`config.mk`:
```
export PLATFORM = sky130hd
export DESIGN_NAME = path_stack_player
export DESIGN_NICKNAME = d
export VERILOG_FILES = /design/src/rtl/maze_pkg.sv /design/src/rtl/loc_ram.sv /design/src/rtl/path_stack_player.sv
export SDC_FILE = /design/constraint.sdc
export NUM_CORES = 2
export LEC_CHECK = 0
export BUFFER_PORTS_ARGS = -buffer_cell sky130_fd_sc_hd__buf_2
export CAP_MARGIN = 25
export CORE_MARGIN = 2
export CORE_UTILIZATION = 50
export DETAILED_ROUTE_END_ITERATION = 10
export HOLD_SLACK_MARGIN = 0.05
export PLACE_DENSITY = 0.69
export SKIP_CTS_REPAIR_TIMING = 1
export SLEW_MARGIN = 10
export SYNTH_ARGS = -nofsm -noshare
export SYNTH_HDL_FRONTEND = slang
export SYNTH_HIERARCHICAL = 1
export SYNTH_SLANG_ARGS = --single-unit
```
`constraint.sdc`:
```
create_clock -name clk -period 4.5 [get_ports clk]
set_clock_uncertainty 0.05 [all_clocks]
set_input_delay 0.9 -clock clk [delete_from_list [all_inputs] [get_ports clk]]
set_output_delay 0.9 -clock clk [all_outputs]
set_load 0.02 [all_outputs]
```
`src/rtl/maze_pkg.sv`:
```
// Shared maze-solver definitions: location width, maze geometry and replay FSM encodings.
// Latency: n/a (declarations only).
// Backpressure: n/a.
package maze_pkg;
  localparam int LOC_W    = 8;
  localparam int MAZE_DIM = 16;
  localparam logic [LOC_W-1:0] DEST_LOC = 8'hFF;

  localparam logic [1:0] ST_IDLE = 2'd0;
  localparam logic [1:0] ST_PLAY = 2'd1;
  localparam logic [1:0] ST_DONE = 2'd2;

  typedef enum logic [1:0] {
    IDLE = ST_IDLE,
    PLAY = ST_PLAY,
    DONE = ST_DONE
  } state_e;
endpackage

```
`src/rtl/loc_ram.sv`:
```
// Location storage: DEPTH x LOC_W register array, one write port, two async read ports.
// Latency: write lands at the clock edge, reads are combinational.
// Backpressure: none; the owner sequences all accesses.
module loc_ram #(
  parameter int DEPTH = 256,
  parameter int LOC_W = 8,
  parameter int AW    = $clog2(DEPTH)
) (
  input  logic             clk,
  input  logic             we_i,
  input  logic [AW-1:0]    waddr_i,
  input  logic [LOC_W-1:0] wdata_i,
  input  logic [AW-1:0]    raddr_a_i,
  output logic [LOC_W-1:0] rdata_a_o,
  input  logic [AW-1:0]    raddr_b_i,
  output logic [LOC_W-1:0] rdata_b_o
);
  logic [LOC_W-1:0] mem_q [DEPTH];

  // Contents are deliberately not reset; only the stack pointer defines validity.
  always_ff @(posedge clk) begin
    if (we_i) mem_q[waddr_i] <= wdata_i;
  end

  assign rdata_a_o = mem_q[raddr_a_i];
  assign rdata_b_o = mem_q[raddr_b_i];
endmodule

```
`src/rtl/path_stack_player.sv`:
```
// Maze path stack: push/pop while solving, then replays entries bottom-to-top as a stream.
// Latency: push visible on top next cycle; replay first beat valid one cycle after run.
// Backpressure: out_loc/out_valid held stable until out_ready; one beat per cycle otherwise.
module path_stack_player #(
  parameter int DEPTH = 256,
  parameter int LOC_W = maze_pkg::LOC_W
) (
  input  logic             clk,
  input  logic             rst,
  input  logic             clr,
  input  logic             push,
  input  logic             pop,
  input  logic [LOC_W-1:0] din,
  output logic [LOC_W-1:0] top,
  output logic             empty,
  output logic             full,
  output logic             err,
  input  logic             run,
  output logic             out_valid,
  input  logic             out_ready,
  output logic [LOC_W-1:0] out_loc,
  output logic             run_done
);
  import maze_pkg::*;

  localparam int AW   = $clog2(DEPTH);
  localparam int SP_W = AW + 1;

  state_e           state_q, state_d;
  logic [SP_W-1:0]  sp_q, sp_d;
  logic [AW-1:0]    rd_ptr_q, rd_ptr_d;
  logic             out_valid_q, out_valid_d;
  logic [LOC_W-1:0] out_loc_q, out_loc_d;
  logic             run_done_q, run_done_d;
  logic             err_q, err_d;

  logic             ram_we;
  logic [AW-1:0]    ram_waddr;
  logic [AW-1:0]    top_addr;
  logic [AW-1:0]    rd_addr;
  logic [LOC_W-1:0] top_dat;
  logic [LOC_W-1:0] rd_dat;
  logic             last_beat;

  assign empty     = (sp_q == '0);
  assign full      = (sp_q == SP_W'(DEPTH));
  assign top_addr  = AW'(sp_q - SP_W'(1));
  assign last_beat = (rd_ptr_q == top_addr);
  assign top       = empty ? '0 : top_dat;

  assign out_valid = out_valid_q;
  assign out_loc   = out_loc_q;
  assign run_done  = run_done_q;
  assign err       = err_q;

  loc_ram #(
    .DEPTH (DEPTH),
    .LOC_W (LOC_W),
    .AW    (AW)
  ) u_ram (
    .clk       (clk),
    .we_i      (ram_we),
    .waddr_i   (ram_waddr),
    .wdata_i   (din),
    .raddr_a_i (top_addr),
    .rdata_a_o (top_dat),
    .raddr_b_i (rd_addr),
    .rdata_b_o (rd_dat)
  );

  // State and output registers; async reset returns everything except memory to idle.
  always_ff @(posedge clk or posedge rst) begin
    if (rst) begin
      state_q     <= IDLE;
      sp_q        <= '0;
      rd_ptr_q    <= '0;
      out_valid_q <= 1'b0;
      out_loc_q   <= '0;
      run_done_q  <= 1'b0;
      err_q       <= 1'b0;
    end else begin
      state_q     <= state_d;
      sp_q        <= sp_d;
      rd_ptr_q    <= rd_ptr_d;
      out_valid_q <= out_valid_d;
      out_loc_q   <= out_loc_d;
      run_done_q  <= run_done_d;
      err_q       <= err_d;
    end
  end

  // Next state: clear wins, then the replay FSM, then solve-mode push/pop (IDLE only).
  always_comb begin
    state_d     = state_q;
    sp_d        = sp_q;
    rd_ptr_d    = rd_ptr_q;
    out_valid_d = out_valid_q;
    out_loc_d   = out_loc_q;
    run_done_d  = 1'b0;
    err_d       = err_q;
    ram_we      = 1'b0;
    ram_waddr   = sp_q[AW-1:0];
    // Replay port looks one entry ahead so the next beat is ready at the handshake.
    rd_addr     = (state_q == PLAY) ? rd_ptr_q + AW'(1) : '0;

    if (clr) begin
      sp_d        = '0;
      rd_ptr_d    = '0;
      out_valid_d = 1'b0;
      err_d       = 1'b0;
      state_d     = IDLE;
    end else begin
      case (state_q)
        IDLE: begin
          if (run) begin
            // A run request takes the cycle; any push/pop alongside it is dropped.
            if (!empty) begin
              out_loc_d   = rd_dat;
              rd_ptr_d    = '0;
              out_valid_d = 1'b1;
              state_d     = PLAY;
            end else begin
              run_done_d  = 1'b1;
            end
          end else if (push && (!pop || empty)) begin
            if (full) begin
              err_d = 1'b1;
            end else begin
              ram_we = 1'b1;
              sp_d   = sp_q + SP_W'(1);
            end
          end else if (push && pop) begin
            ram_we    = 1'b1;
            ram_waddr = top_addr;
          end else if (pop) begin
            if (empty) err_d = 1'b1;
            else       sp_d  = sp_q - SP_W'(1);
          end
        end
        PLAY: begin
          if (push || pop) err_d = 1'b1;
          if (out_ready) begin
            if (last_beat) begin
              out_valid_d = 1'b0;
              run_done_d  = 1'b1;
              state_d     = DONE;
            end else begin
              rd_ptr_d  = rd_ptr_q + AW'(1);
              out_loc_d = rd_dat;
            end
          end
        end
        DONE: begin
          if (push || pop) err_d = 1'b1;
          state_d = IDLE;
        end
        default: state_d = IDLE;
      endcase
    end
  end
endmodule

```
Word level (Yosys, flattened, before mapping)
Memories as Yosys holds them, arrays and structs flattened.
Cells that the tools add are included.
{"block": "totals", "n_memories": 1, "mem_bits_rw": 2048, "inputBits": 15, "word_cells": 115, "ff_bits": 30}
{"memory": "u_ram.mem_q", "depth": 256, "width": 8, "read_ports": 2, "rd_ports_with_merged_regs": 0, "write_ports": 1, "line_no": "loc_ram.sv:18", "source": "logic [LOC_W-1:0] mem_q [DEPTH];"}
{"block": "classes", "muxes": 61, "eq_ne": 23, "bitwise": 1, "reduce_logical": 19, "add_sub_neg": 3}
{"op": "8-bit 2-to-1 mux", "n": 16}
{"op": "9-bit 2-to-1 mux", "n": 8}
{"op": "8-bit one-hot mux with 2 select lines", "n": 2}
{"op": "1-bit 2-to-1 mux", "n": 26}
{"op": "3-bit inequality test, second input constant", "n": 8}
{"op": "4-bit inequality test, second input constant", "n": 4}
{"op": "6-bit AND reduction", "n": 2}
{"op": "2-bit 2-to-1 mux", "n": 5}
{"op": "2-bit inequality test, second input constant", "n": 5}
{"op": "5-bit AND reduction", "n": 2}
{"op": "9-bit by 1-bit adder with 9-bit output, second input constant", "n": 1}
{"op": "9-bit == test, second input constant", "n": 1}
{"op": "9-bit logical NOT", "n": 1}
{"op": "3-bit nonzero test", "n": 3}
{"op": "9-bit by 1-bit subtractor with 9-bit output, second input constant", "n": 1}
{"op": "8-bit by 1-bit adder with 8-bit output, second input constant", "n": 1}
{"op": "8-bit == test", "n": 1}
{"op": "7-bit AND reduction", "n": 1}
{"op": "1-bit one-hot mux with 2 select lines", "n": 3}
{"op": "2-bit one-hot mux with 2 select lines", "n": 1}
{"op": "4-bit AND reduction", "n": 1}
{"op": "2-bit nonzero test", "n": 2}
{"op": "3-bit by 1-bit inequality test with 1-bit output, second input constant", "n": 1}
{"op": "3-bit by 2-bit inequality test with 1-bit output, second input constant", "n": 1}
{"op": "8 further kinds", "n": 10}

Longest topological paths before layout
{"block": "depth", "ltp_word": 9, "ltp_mapped": 18, "mapped_depth_nobuf": 12}

Modules after synthesis
The synthesis kept the hierarchy.
{"module": "loc_ram", "instances": 1, "seq_area_each_um2": 61499.0, "cells_each": 4831, "area_per_inst_um2": 96652.7}
{"module": "path_stack_player", "instances": 1, "seq_area_each_um2": 750.7, "cells_each": 305, "area_per_inst_um2": 2486.1}

Worst setup path after synthesis
OpenSTA, ideal clock, no wires.
{"block": "synth_timing", "kind": "register to output", "from": "reg sp_q[0]", "to": "out top[2]", "arrival_time_ns": 3.551, "slack_ns": -0.001, "stages_incl_launch_ff": 17, "path_cell_list": "dfrtp_1 -> clkbuf_1 -> inv_1 -> ha_1 -> or3b_1 -> buf_2 -> xnor2_1 -> buf_2 -> clkinv_1 -> buf_2 -> nor2_1 -> clkbuf_1 -> a22oi_1 -> nand3_1 -> o21ai_0 -> a211oi_1 -> nor2b_1"}
{"block": "synth_via", "elab_chain_len": 3}
{"item": "start: declaration", "line_no": "path_stack_player.sv:30", "source": "logic [SP_W-1:0] sp_q, sp_d;"}
{"item": "start signal: assignment", "line_no": "path_stack_player.sv:83", "source": "sp_q <= sp_d;"}
{"item": "9-bit by 1-bit subtractor with 9-bit output"}
{"item": "via top_addr[0]", "line_no": "path_stack_player.sv:39", "source": "logic [AW-1:0] top_addr;"}
{"item": "memory 256 x 8 bit"}
{"item": "via top_dat[2]", "line_no": "path_stack_player.sv:41", "source": "logic [LOC_W-1:0] top_dat;"}
{"item": "8-bit 2-to-1 mux", "line_no": "path_stack_player.sv:49", "source": "assign top = empty ? '0 : top_dat;"}
{"item": "end: declaration", "line_no": "path_stack_player.sv:14", "source": "output logic [LOC_W-1:0] top,"}
The timed path passes the listed nets, and every way through them passes these cells.

Final worst setup path
{"block": "layout_timing", "from": "reg sp_q[0]", "to": "out top[1]"}
Same word-level chain as after synthesis.

==> results.toml <==
[status]
outcome = "finished with violations"
violations = "negative setup slack"

[synth]
synth.distinct_cells = 81
synth_nets = 5158
post_synth_main_area_contributors = "edfxtp_1, mux4_2, mux2i_1"
synth.yosys.seq_area_share = 0.6279
syn-cell-area_sq_um = 99140
async_flop_share = 0.01444
synthCells = 5136
synthDominantCellAreaShare = 0.6203
syn_area_per_cell_sq_um = 19.30
cell_type_with_the_largest_total_area_after_synthesis = "edfxtp_1"
synth.most_common_cell = "edfxtp_1"
postSynthRegisterBits = 2078
synth.cells.most_frequent = "edfxtp_1, mux4_2, nor2_1, mux2i_1, clkbuf_1"
postSynth.topFlopCell = "edfxtp_1"
synth_enable_flop_cells = 2048
yosys_warnings = 6

[finish]
sequential_cell_area_sq_um = 62250
layout-drive-gt1-share = 0.4125
fill_cells = 14150
finish.net_count = 5837
syn_to_final_growth_pct = 17.51
multi_input_comb_area_sq_um = 35270
finish.utilization = 0.5907
post-route-cell-area_sq_um = 116500

[timing]
report.final.hold_viol_count = 0
timing_worst_slew_pin_value_ps = 1179
final.setup.worst_slack_ps = -934.1
maxSlewHeadroom = 0.2139
report.final.slew_viol_count = 0
achievable-frequency_mhz = 184.0
finalSetupViolations = 8
final_period_util = 1.208
period_minus_slack_ps = 5434
grt_setup_unrepaired = "yes"

[clock_tree]
htree_levels = 4
master_cell_of_the_clock_root_buffer = "clkbuf_16"
tritoncts = "yes"
max-clock-path-buffers = 3
cts.reportedPaths.clkPinSlew_ps = 70
clk-insertion-delay-late_ps = 870
cts_sinks = 2078
numCtsBuffers = 209

[placement]
dpl.hpwl_um = 213800
placed_area_sq_um = 107300
gpl.final_weighted_congestion = 0.9855
io_buffer_count = 35

[power]
power.density_nw_per_um2 = 804.8
leakage_power_figure_nw = 38.10
vdd_ir_drop_max_mv = 0.8475

[global_routing]
maximum_number_of_pins_on_one_net_before_global_route_repair = 143
antenna_found_initial = 10
wire_length_of_the_first_global_routing_pass_um = 443600
grt_overflow_total = 0
first_global_vias = 58810
track_usage = 0.3096

[detailed_routing]
drc = 0
starting_drt_drc_count = 9899
vias = 60750
routed_via_density = 7.030
routed_wl_um = 319700
first_pass_iters = 8
wl_per_cell_um = 37.00
ant_nets = 0

[setup_path]
required_ps = 3550
critPathKind = "reg -> out"
critical_path.reg2reg.startpoint = "state_q[1]"
path_buf_inv = 7
rr_worst_depth = 12
critPathMaxFanout = 8
critical_path_cell_count = 14
cpMaxStageDelayCell = "mux4_2"
critical_path.top_delay_family = "buffers and inverters"
worst_r2r_endpoint = "out_loc[4]"
critPathCaptureType = "output pin"
critPathMaxStageDelay_ps = 530
cells_traversed_along_the_worst_timing_path = "inv_8 > buf_12 > ha_4 > clkinv_8 > buf_16 > buf_12 > clkbuf_16 > mux4_2 > mux4_2 > a22o_4 > a211oi_4 > a211oi_4 > nor2b_4 > buf_6"
ff2ff_setup_slack_ps = 110
worst_setup_path_start_kind = "flip-flop"
critPathArrivalTime_ps = 4480

[min_path]
worstHoldPathType = "in -> async"

[die]
die_area_sq_um = 201900
die_w_um = 449.3
design.portCount = 36
core_region_area_sq_um = 197200
floorplan.initialDensity = 0.5027
chipHeight_um = 449.3
core.rowCount = 163

[flow_run]
drv_cap = 0
cells in the final DEF (no fill, tap or decap), drive strengths merged, types with 22 or more instances in the layout:
cell / instances
edfxtp: 2048
mux4: 1051
buf: 862
nor2: 326
clkbuf: 276
mux2i: 239
nand2: 138
clkinv: 98
a21oi: 88
nand3: 69
o221ai: 67
a22oi: 62
o21ai: 51
o22ai: 49
mux2: 46
nor2b: 37
a221oi: 37
a211oi: 35
dfrtp: 30
xnor2: 27
nor3: 27
inv: 25
bufinv: 24
a22o: 22
worst min-delay path: stages:
cell   delay, ps
buf_2        100
inv_1         40
buf_4        430
area by class of cell:
cell class              instances  share of cell area
flip-flops and latches       2078              0.5344
clock inverters               141             0.01183
well taps                    2640             0.02835
diodes                          8           0.0001718
multi-input cells            2617              0.3027
inverters                      19           0.0008485
repair buffers                890             0.07419
clock buffers                 248             0.04750
power by group:
group / leakage, nW / switching, mW / internal, mW
registers: 18.8 / 0.161 / 21.4
clock network: 3.37 / 7.63 / 10.1
logic: 15.9 / 30.1 / 24.3
logic make-up after synthesis:
family,Yosys count,share of synthesized area
buffers and inverters,441,0.02837
AND/OR/NAND/NOR,718,0.03321
adder cells (fa/ha/maj),7,0.0008834
XOR/XNOR,35,0.003244
flip-flops,2078,0.6279
AO/OA/AOI/OAI,521,0.03828
multiplexers,1336,0.2681
routing by layer:
| metal | share of wire | global-route usage |
|---|---|---|
| met5 | 0.00012 | 0 |
| met2 | 0.46 | 0.4653 |
| met1 | 0.36 | 0.4249 |
| met3 | 0.13 | 0.07985 |
| met4 | 0.055 | 0.1496 |
flip-flops by register name (all words and copies together), names as in the netlist:
register     flops
state_q          2
out_loc          8
sp_q             9
run_done         1
rd_ptr_q         8
err              1
u_ram/mem_q   2048
out_valid        1
stage by stage:
stage | setup WS (ps) | instances | power (mW) | TNS [ps] | hold slack (ps)
6_report | -934.1 | 8641 | 93.76 | -7105 | 107.3
2_1_floorplan | 4.700 | 5136 | 46.20 | 0 | 464.0
3_5_place_dp | -840.4 | 8186 | 67.99 | -5296 | 472.6
3_3_place_gp | -864.5 | 8180 | 67.97 | -4981 | 457.9
5_1_grt | -974.9 | 8634 | 95.33 | -7457 | 119.7
4_1_cts | -1796 | 8575 | 85.71 | -12670 | 91.60
worst max-delay path by stage:
stage	endpoint	slack, ps	from
after floorplan	top[0]	5	sp_q[0]
after global placement	top[2]	-860	sp_q[0]
after detailed placement	top[0]	-840	sp_q[0]
after CTS	top[0]	-1800	sp_q[0]
after global routing	top[2]	-970	sp_q[0]
final	top[1]	-930	sp_q[0]
(Power assumes the default switching activity.)
